[src/rtl/priority_pkg.sv]
// rtl/priority_pkg.sv - shared types, constants and decode helper for priority_dec
package priority_pkg;

  // Occupancy-named states of the two-entry output buffer.
  typedef enum logic [1:0] {
    ST_EMPTY = 2'd0,
    ST_ONE   = 2'd1,
    ST_TWO   = 2'd2
  } fifo_state_e;

  localparam int FIFO_DEPTH = 2;
  localparam int PTR_W      = $clog2(FIFO_DEPTH);

  // Highest-priority code (0) maps to the MSB of the request vector.
  function automatic logic [3:0] code_to_onehot(input logic [1:0] code);
    logic [3:0] onehot;
    onehot = 4'b1000 >> code;
    return onehot;
  endfunction

endpackage

[src/rtl/priority_dec.sv]
// rtl/priority_dec.sv - 2-bit priority code decoder with 2-entry in-order output buffer
module priority_dec
  import priority_pkg::*;
#(
  parameter int CNT_W = 8
) (
  input  logic             clk,
  input  logic             rst,
  input  logic [1:0]       Y,
  input  logic             valid,
  output logic             in_ready,
  output logic [3:0]       D,
  output logic             d_valid,
  input  logic             d_ready,
  output logic [CNT_W-1:0] count
);

  fifo_state_e      state_q, state_d;
  logic [3:0]       mem_q [FIFO_DEPTH];
  logic [3:0]       mem_d [FIFO_DEPTH];
  logic [PTR_W-1:0] wr_ptr_q, wr_ptr_d;
  logic [PTR_W-1:0] rd_ptr_q, rd_ptr_d;
  logic [CNT_W-1:0] count_q, count_d;
  logic             push;
  logic             pop;

  // Handshake outputs come from registered state only; rst also holds off
  // acceptance so nothing is taken while the block is being cleared.
  always_comb begin
    in_ready = (state_q != ST_TWO) && !rst;
    d_valid  = (state_q != ST_EMPTY);
    D        = d_valid ? mem_q[rd_ptr_q] : 4'b0000;
    count    = count_q;
    push     = valid && in_ready;
    pop      = d_valid && d_ready;
  end

  // Next-state: pointer/storage update, occupancy transitions, saturating pop counter.
  always_comb begin
    state_d  = state_q;
    mem_d    = mem_q;
    wr_ptr_d = wr_ptr_q;
    rd_ptr_d = rd_ptr_q;
    count_d  = count_q;

    if (push) begin
      mem_d[wr_ptr_q] = code_to_onehot(Y);
      wr_ptr_d        = wr_ptr_q + PTR_W'(1);
    end

    if (pop) begin
      rd_ptr_d = rd_ptr_q + PTR_W'(1);
      if (count_q != {CNT_W{1'b1}}) begin
        count_d = count_q + CNT_W'(1);
      end
    end

    case (state_q)
      ST_EMPTY: begin
        if (push) state_d = ST_ONE;
      end
      ST_ONE: begin
        if (push && !pop)      state_d = ST_TWO;
        else if (pop && !push) state_d = ST_EMPTY;
      end
      ST_TWO: begin
        if (pop) state_d = ST_ONE;
      end
      default: state_d = ST_EMPTY;
    endcase
  end

  // State registers; reset empties the buffer and clears the delivery count.
  always_ff @(posedge clk or posedge rst) begin
    if (rst) begin
      state_q  <= ST_EMPTY;
      mem_q[0] <= 4'b0000;
      mem_q[1] <= 4'b0000;
      wr_ptr_q <= '0;
      rd_ptr_q <= '0;
      count_q  <= '0;
    end else begin
      state_q  <= state_d;
      mem_q    <= mem_d;
      wr_ptr_q <= wr_ptr_d;
      rd_ptr_q <= rd_ptr_d;
      count_q  <= count_d;
    end
  end

endmodule

[config.mk]
export PLATFORM = sky130hd
export DESIGN_NAME = priority_dec
export DESIGN_NICKNAME = d
export VERILOG_FILES = /design/src/rtl/priority_pkg.sv /design/src/rtl/priority_dec.sv
export SDC_FILE = /design/constraint.sdc
export NUM_CORES = 1
export LEC_CHECK = 0
export ABC_CLOCK_PERIOD_IN_PS = 2100
export CORE_UTILIZATION = 50
export DETAILED_ROUTE_END_ITERATION = 8
export HOLD_SLACK_MARGIN = 0.12
export PLACE_DENSITY_LB_ADDON = 0.3
export REMOVE_ABC_BUFFERS = 1
export SKIP_LAST_GASP = 1
export SLEW_MARGIN = 20
export SYNTH_ARGS = -nofsm -noshare
export SYNTH_HDL_FRONTEND = slang
export SYNTH_SLANG_ARGS = --single-unit
export TNS_END_PERCENT = 1
[constraint.sdc]
create_clock -name clk -period 2.1 [get_ports clk]
set_input_delay 0.42 -clock clk [delete_from_list [all_inputs] [get_ports clk]]
set_output_delay 0.42 -clock clk [all_outputs]
set_load 0.01 [all_outputs]
# [After elaboration in Yosys (flattened, before gate mapping)]
# Index checks and enable logic that the tools add are counted.
[op_classes] addsub=3 order_cmp=3 eq_ne=7 n_shift=1 mux=12 bitwise_logic=2 reduce_logical=13
[op_table] op="2-to-1 mux 4 bit" count=5
[op_table] op="adder 8 x 1 -> 8 bit, second input constant" count=1
[op_table] op="bitwise mux 8 bit" count=1
[op_table] op="2-to-1 mux 2 bit" count=4
[op_table] op="!= test 8 bit, second input constant" count=1
[op_table] op="logical AND 1 bit" count=6
[op_table] op="!= test 2 bit, second input constant" count=3
[op_table] op="one-hot mux 2 bit (3 select lines)" count=1
[op_table] op="demux 4 bit (select 1 bit)" count=1
[op_table] op="greater-or-equal comparator 2 bit, second input constant" count=2
[op_table] op="NOT 1 -> 2 bit" count=2
[op_table] op=">> shifter 4 x 2 -> 4 bit, first input constant" count=1
[op_table] op="logical NOT 1 bit" count=3
[op_table] op="!= test 3 bit, second input constant" count=1
[op_table] op="AND reduction 3 bit" count=1
[op_table] op="adder 1 bit, second input constant" count=2
[op_table] op="equality test 2 x 1 -> 1 bit, second input constant" count=1
[op_table] op="equality test 2 bit, second input constant" count=1
[op_table] op="logical NOT 2 bit" count=1
[op_table] op="less-than comparator 2 x 1 -> 1 bit, second input constant" count=1
[op_table] op="AND reduction 2 bit" count=1
[op_table] op="nonzero test 2 bit" count=1
[totals] register_bits=20 inputBits=6 word_cells=47

# [Depth between registers and ports, before layout]
[logic_depth] word_depth=8 mapped_depth=4

# [Least setup slack after synthesis]
# OpenSTA, ideal clock, no wires.
[synth_timing] path_kind="flip-flop to flip-flop" start="reg count_q[0], in the netlist count[0]" end="reg count_q[1], in the netlist count[1]" setup_ns=0.125 t_arrival_ns=1.419 required_ns=1.975 setup_slack_ns=0.556 path_stages_with_launch=5 n_path_buf=0 synth_period_minus_slack_ns=1.544 cell_sequence="dfrtp_1 > ha_1 > nand4_1 > o21ai_1 > mux2_2"
[synth_between] elab_chain_len=2 word_cells_on_any_way=3 cone_classes="1 x add/sub; 1 x eq/ne; 1 x reduce/logical"
[synth_lines] item="start, declared" line_no="priority_dec.sv:23" text="logic [CNT_W-1:0] count_q, count_d;"
[synth_lines] item="start signal, assigned" line_no="priority_dec.sv:87" text="count_q <= count_d;"
[synth_lines] item="parallel branches: the longest is 2 deep, another holds adder 8 x 1 -> 8 bit"
# Several ways; the timed one is not identified.
# A chain may end at the register's enable or synchronous reset.

# [Worst setup path after layout]
[layout_timing] start="reg state_q[1]" end="out in_ready"
[layout_between] elab_chain_len=2
[layout_lines] item="start, declared" line_no="priority_dec.sv:18" text="fifo_state_e state_q, state_d;"
[layout_lines] item="start signal, assigned" line_no="priority_dec.sv:83" text="state_q <= state_d;"
[layout_lines] item="!= test 2 bit" line_no="priority_dec.sv:30" text="in_ready = (state_q != ST_TWO) && !rst;"
[layout_lines] item="logical AND 1 bit" line_no="priority_dec.sv:30"
[layout_lines] item="end, declared" line_no="priority_dec.sv:11" text="output logic in_ready,"
# No other way between the ends.

==> results.txt <==
Final wirelength = 1830 um
WL met2 = 897 um
Peak VDD IR = 0.812 mV
Met3 WL = 46 um
Sum Neg Setup Slack = 0 ns
Number of synthesized flops with an enable pin = 0
Slew margin rel. = 79.5%
TritonCTS Sinks = 20
RSZ-0062 raised after global routing = no
Diode count = 0
Vias in the first global route = 670
CTS Hold Buffers Added = 0
Comb power frac = 36.9%
M1 wire length = 854 um
Synthesized area per cell = 11.4 um2
Critical path's largest stage delay = 0.53 ns
DRC = 0
Layout Area Growth over Synthesis = 26.9%
Crit path from = state_q[1]
Post-Syn Area = 1010 um2
Crit Path Category = reg2out
Actual slew at the worst max-slew pin = 0.305 ns
Routability cong. = 0.742
R2R cell count = 4
Clock skew = 0.00157 ns
Worst r2r src = count[0]
DR pass1 iterations = 4
Max-slew violations = 0
Highest metal used = met4
Synth cell types = 30
CTS tree = done
Worst-path clk slew = 0.11 ns
Critical path's slowest cell = clkdlybuf4s50_1
IO Pins = 20
Sequential Power Share = 47.8%
Worst r2r dst = count[1]
Clk pwr share = 15.3%
First-pass GRT wire length = 2860 um
CTS Buf Count = 3
Count of final hold-check violations = 0
Seq/Total Area, Yosys = 49.3%
Flop2flop setup slack = 0.40 ns
WL per Instance = 13.3 um
Critical-path cell list = nor2b_2 > nor2_1 > clkdlybuf4s50_1
P_leak = 0.000544 uW
First DRT Iteration DRCs = 10
Setup violations, final = 0
Minimum clock period = 2.01 ns
Dpl ws = 0.153 ns
Total Power = 1460 uW
Worst Hold Class = reg2reg
Critical Path RT = 1.68 ns
Clock root buffer = clkbuf_4
Sw Pwr = 493 uW
Antenna violations before repair = 0
PD cells = 1140 nW/um2
CP arrival = 1.59 ns
H-Tree Depth = 1
Clk Latency, worst-skew pair = 0.30 ns
IO Port Bufs = 19
Max Cap Viol = 0
Syn. warnings = 0
Fin worst setup slack = 0.0857 ns
Share of cells above drive strength 1 = 14.2%
Via density = 5.44
Rows = 15
Core ar. = 1820 um2
Crit. End Element = primary output
Die Y = 47.1 um
Final worst path period share = 95.9%
Starting density of the core = 55.7%
Die ar. = 2210 um2
Type of origin of the critical path = flip-flop
Die X = 47.1 um
Routed vias = 751
Gr usage total = 18.8%
Status = finished clean
Final HPWL DP = 1350 um
Yosys reg bits = 20
ANT nets after route = 0
Int Pwr = 971 uW
Crit path capture = in_ready
NumNets Final = 121
Worst-path fanout max = 8
Remaining global-route overflow = 0
Max Root-Sink Buffers = 2
Asr flop ratio synth = 100%
Fraction of power spent switching nets = 33.7%
Max Fclk = 496 MHz
Post-synth top flop = dfrtp_1
Pin count of the biggest net entering global routing = 21
Mapped Cells = 89
cell usage after synthesis (2+ instances only):
cell type | count | area share [%]
dfrtp_1 | 20 | 49
mux2_1 | 9 | 10
nor2_1 | 7 | 2.6
xnor2_1 | 6 | 5.2
nand2_1 | 5 | 1.8
mux2i_1 | 4 | 3.9
inv_1 | 3 | 1.1
mux2_2 | 3 | 3.3
nor2b_1 | 3 | 1.8
a21oi_1 | 2 | 0.99
nand2b_1 | 2 | 1.2
nand3_1 | 2 | 0.99
nand4_1 | 2 | 1.2
nor2b_2 | 2 | 1.7
nor3_1 | 2 | 0.99
o21a_1 | 2 | 1.5
o21ai_1 | 2 | 0.99
cell type report:
cell class	count	area [um2]
Inverter	3	11.3
Multi-Input combinational cell	65	502
Clock buffer	4	36.3
Timing Repair Buffer	21	205
Fill cell	152	533
Tap cell	25	31.3
Sequential cell	20	502
per-stage QoR:
stage	hold slack [ns]	std cells	instance area (um2)	utilization, %
3_5_place_dp	0.475	134	1250	68.5
3_3_place_gp	0.467	134	1250	68.5
6_report	0.496	138	1290	70.7
2_1_floorplan	0.384	88	1010	-
5_1_grt	0.518	138	1290	70.7
4_1_cts	0.501	138	1290	70.7
cells in the final DEF (no fill, tap or decap), drive strengths merged:
cell type,count
inv,3
nand2,5
nor3b,1
and3,1
nand3b,1
ha,1
o2111ai,1
a31oi,1
nand4,2
clkbuf,4
and2,1
buf,2
mux2i,4
o21a,2
nor4,1
o21ai,3
nand3,3
nand2b,2
a21oi,2
dfrtp,20
nor2b,5
xnor2,6
clkdlybuf4s50,19
and4,1
nor3,2
o211ai,1
nor2,7
mux2,12
routing by layer:
layer | up-vias | global-route usage, %
met5 | - | 0
met4 | 0 | 8.57
met3 | 4 | 2.31
met2 | 18 | 31.7
met1 | 369 | 24.3
li1 | 360 | -
flip-flops by register name, summed over array words and instances (netlist names):
signal / flops
wr_ptr_q: 1
rd_ptr_q: 1
state_q: 2
mem_q: 8
count: 8
what timing repair did:
action,in CTS,in global routing
setup endpoints to repair,4,1
resized for setup,1,1
buffers inserted,0,0
power by group through the flow:
stage / Sequential, uW / Combinational [uW] / Clock, uW
floorplan: 698 / 295 / 0
global placement: 694 / 531 / 0
detailed placement: 707 / 546 / 0
CTS: 700 / 551 / 226
global route: 724 / 592 / 241
finish: 700 / 540 / 224
worst min path at each step:
stage | to | slack, ns | start | cells after the start
floorplan | count[0] | 0.38 | rst | 1
global placement | mem_q[6] | 0.47 | mem_q[6] | 1
detailed placement | mem_q[4] | 0.47 | mem_q[4] | 1
CTS | mem_q[4] | 0.50 | mem_q[4] | 1
global route | mem_q[5] | 0.52 | mem_q[5] | 1
finish | mem_q[4] | 0.50 | mem_q[4] | 1
worst max-delay path: cells and delay by family (launching register included):
| family | cells | cell delay, ns |
|---|---|---|
| AND/OR/NAND/NOR | 2 | 0.29 |
| flip-flops | 1 | 0.47 |
| buffers and inverters | 1 | 0.53 |
cell families after synthesis:
logic type      synth area share [%]
compound gates                  6.17
xor+xnor                        5.18
buf+inv                         1.48
simple gates                    19.4
fa+ha+maj                       1.23
mux                             17.3
flops                           49.3
Note: power is estimated with default switching activity, not from simulation.
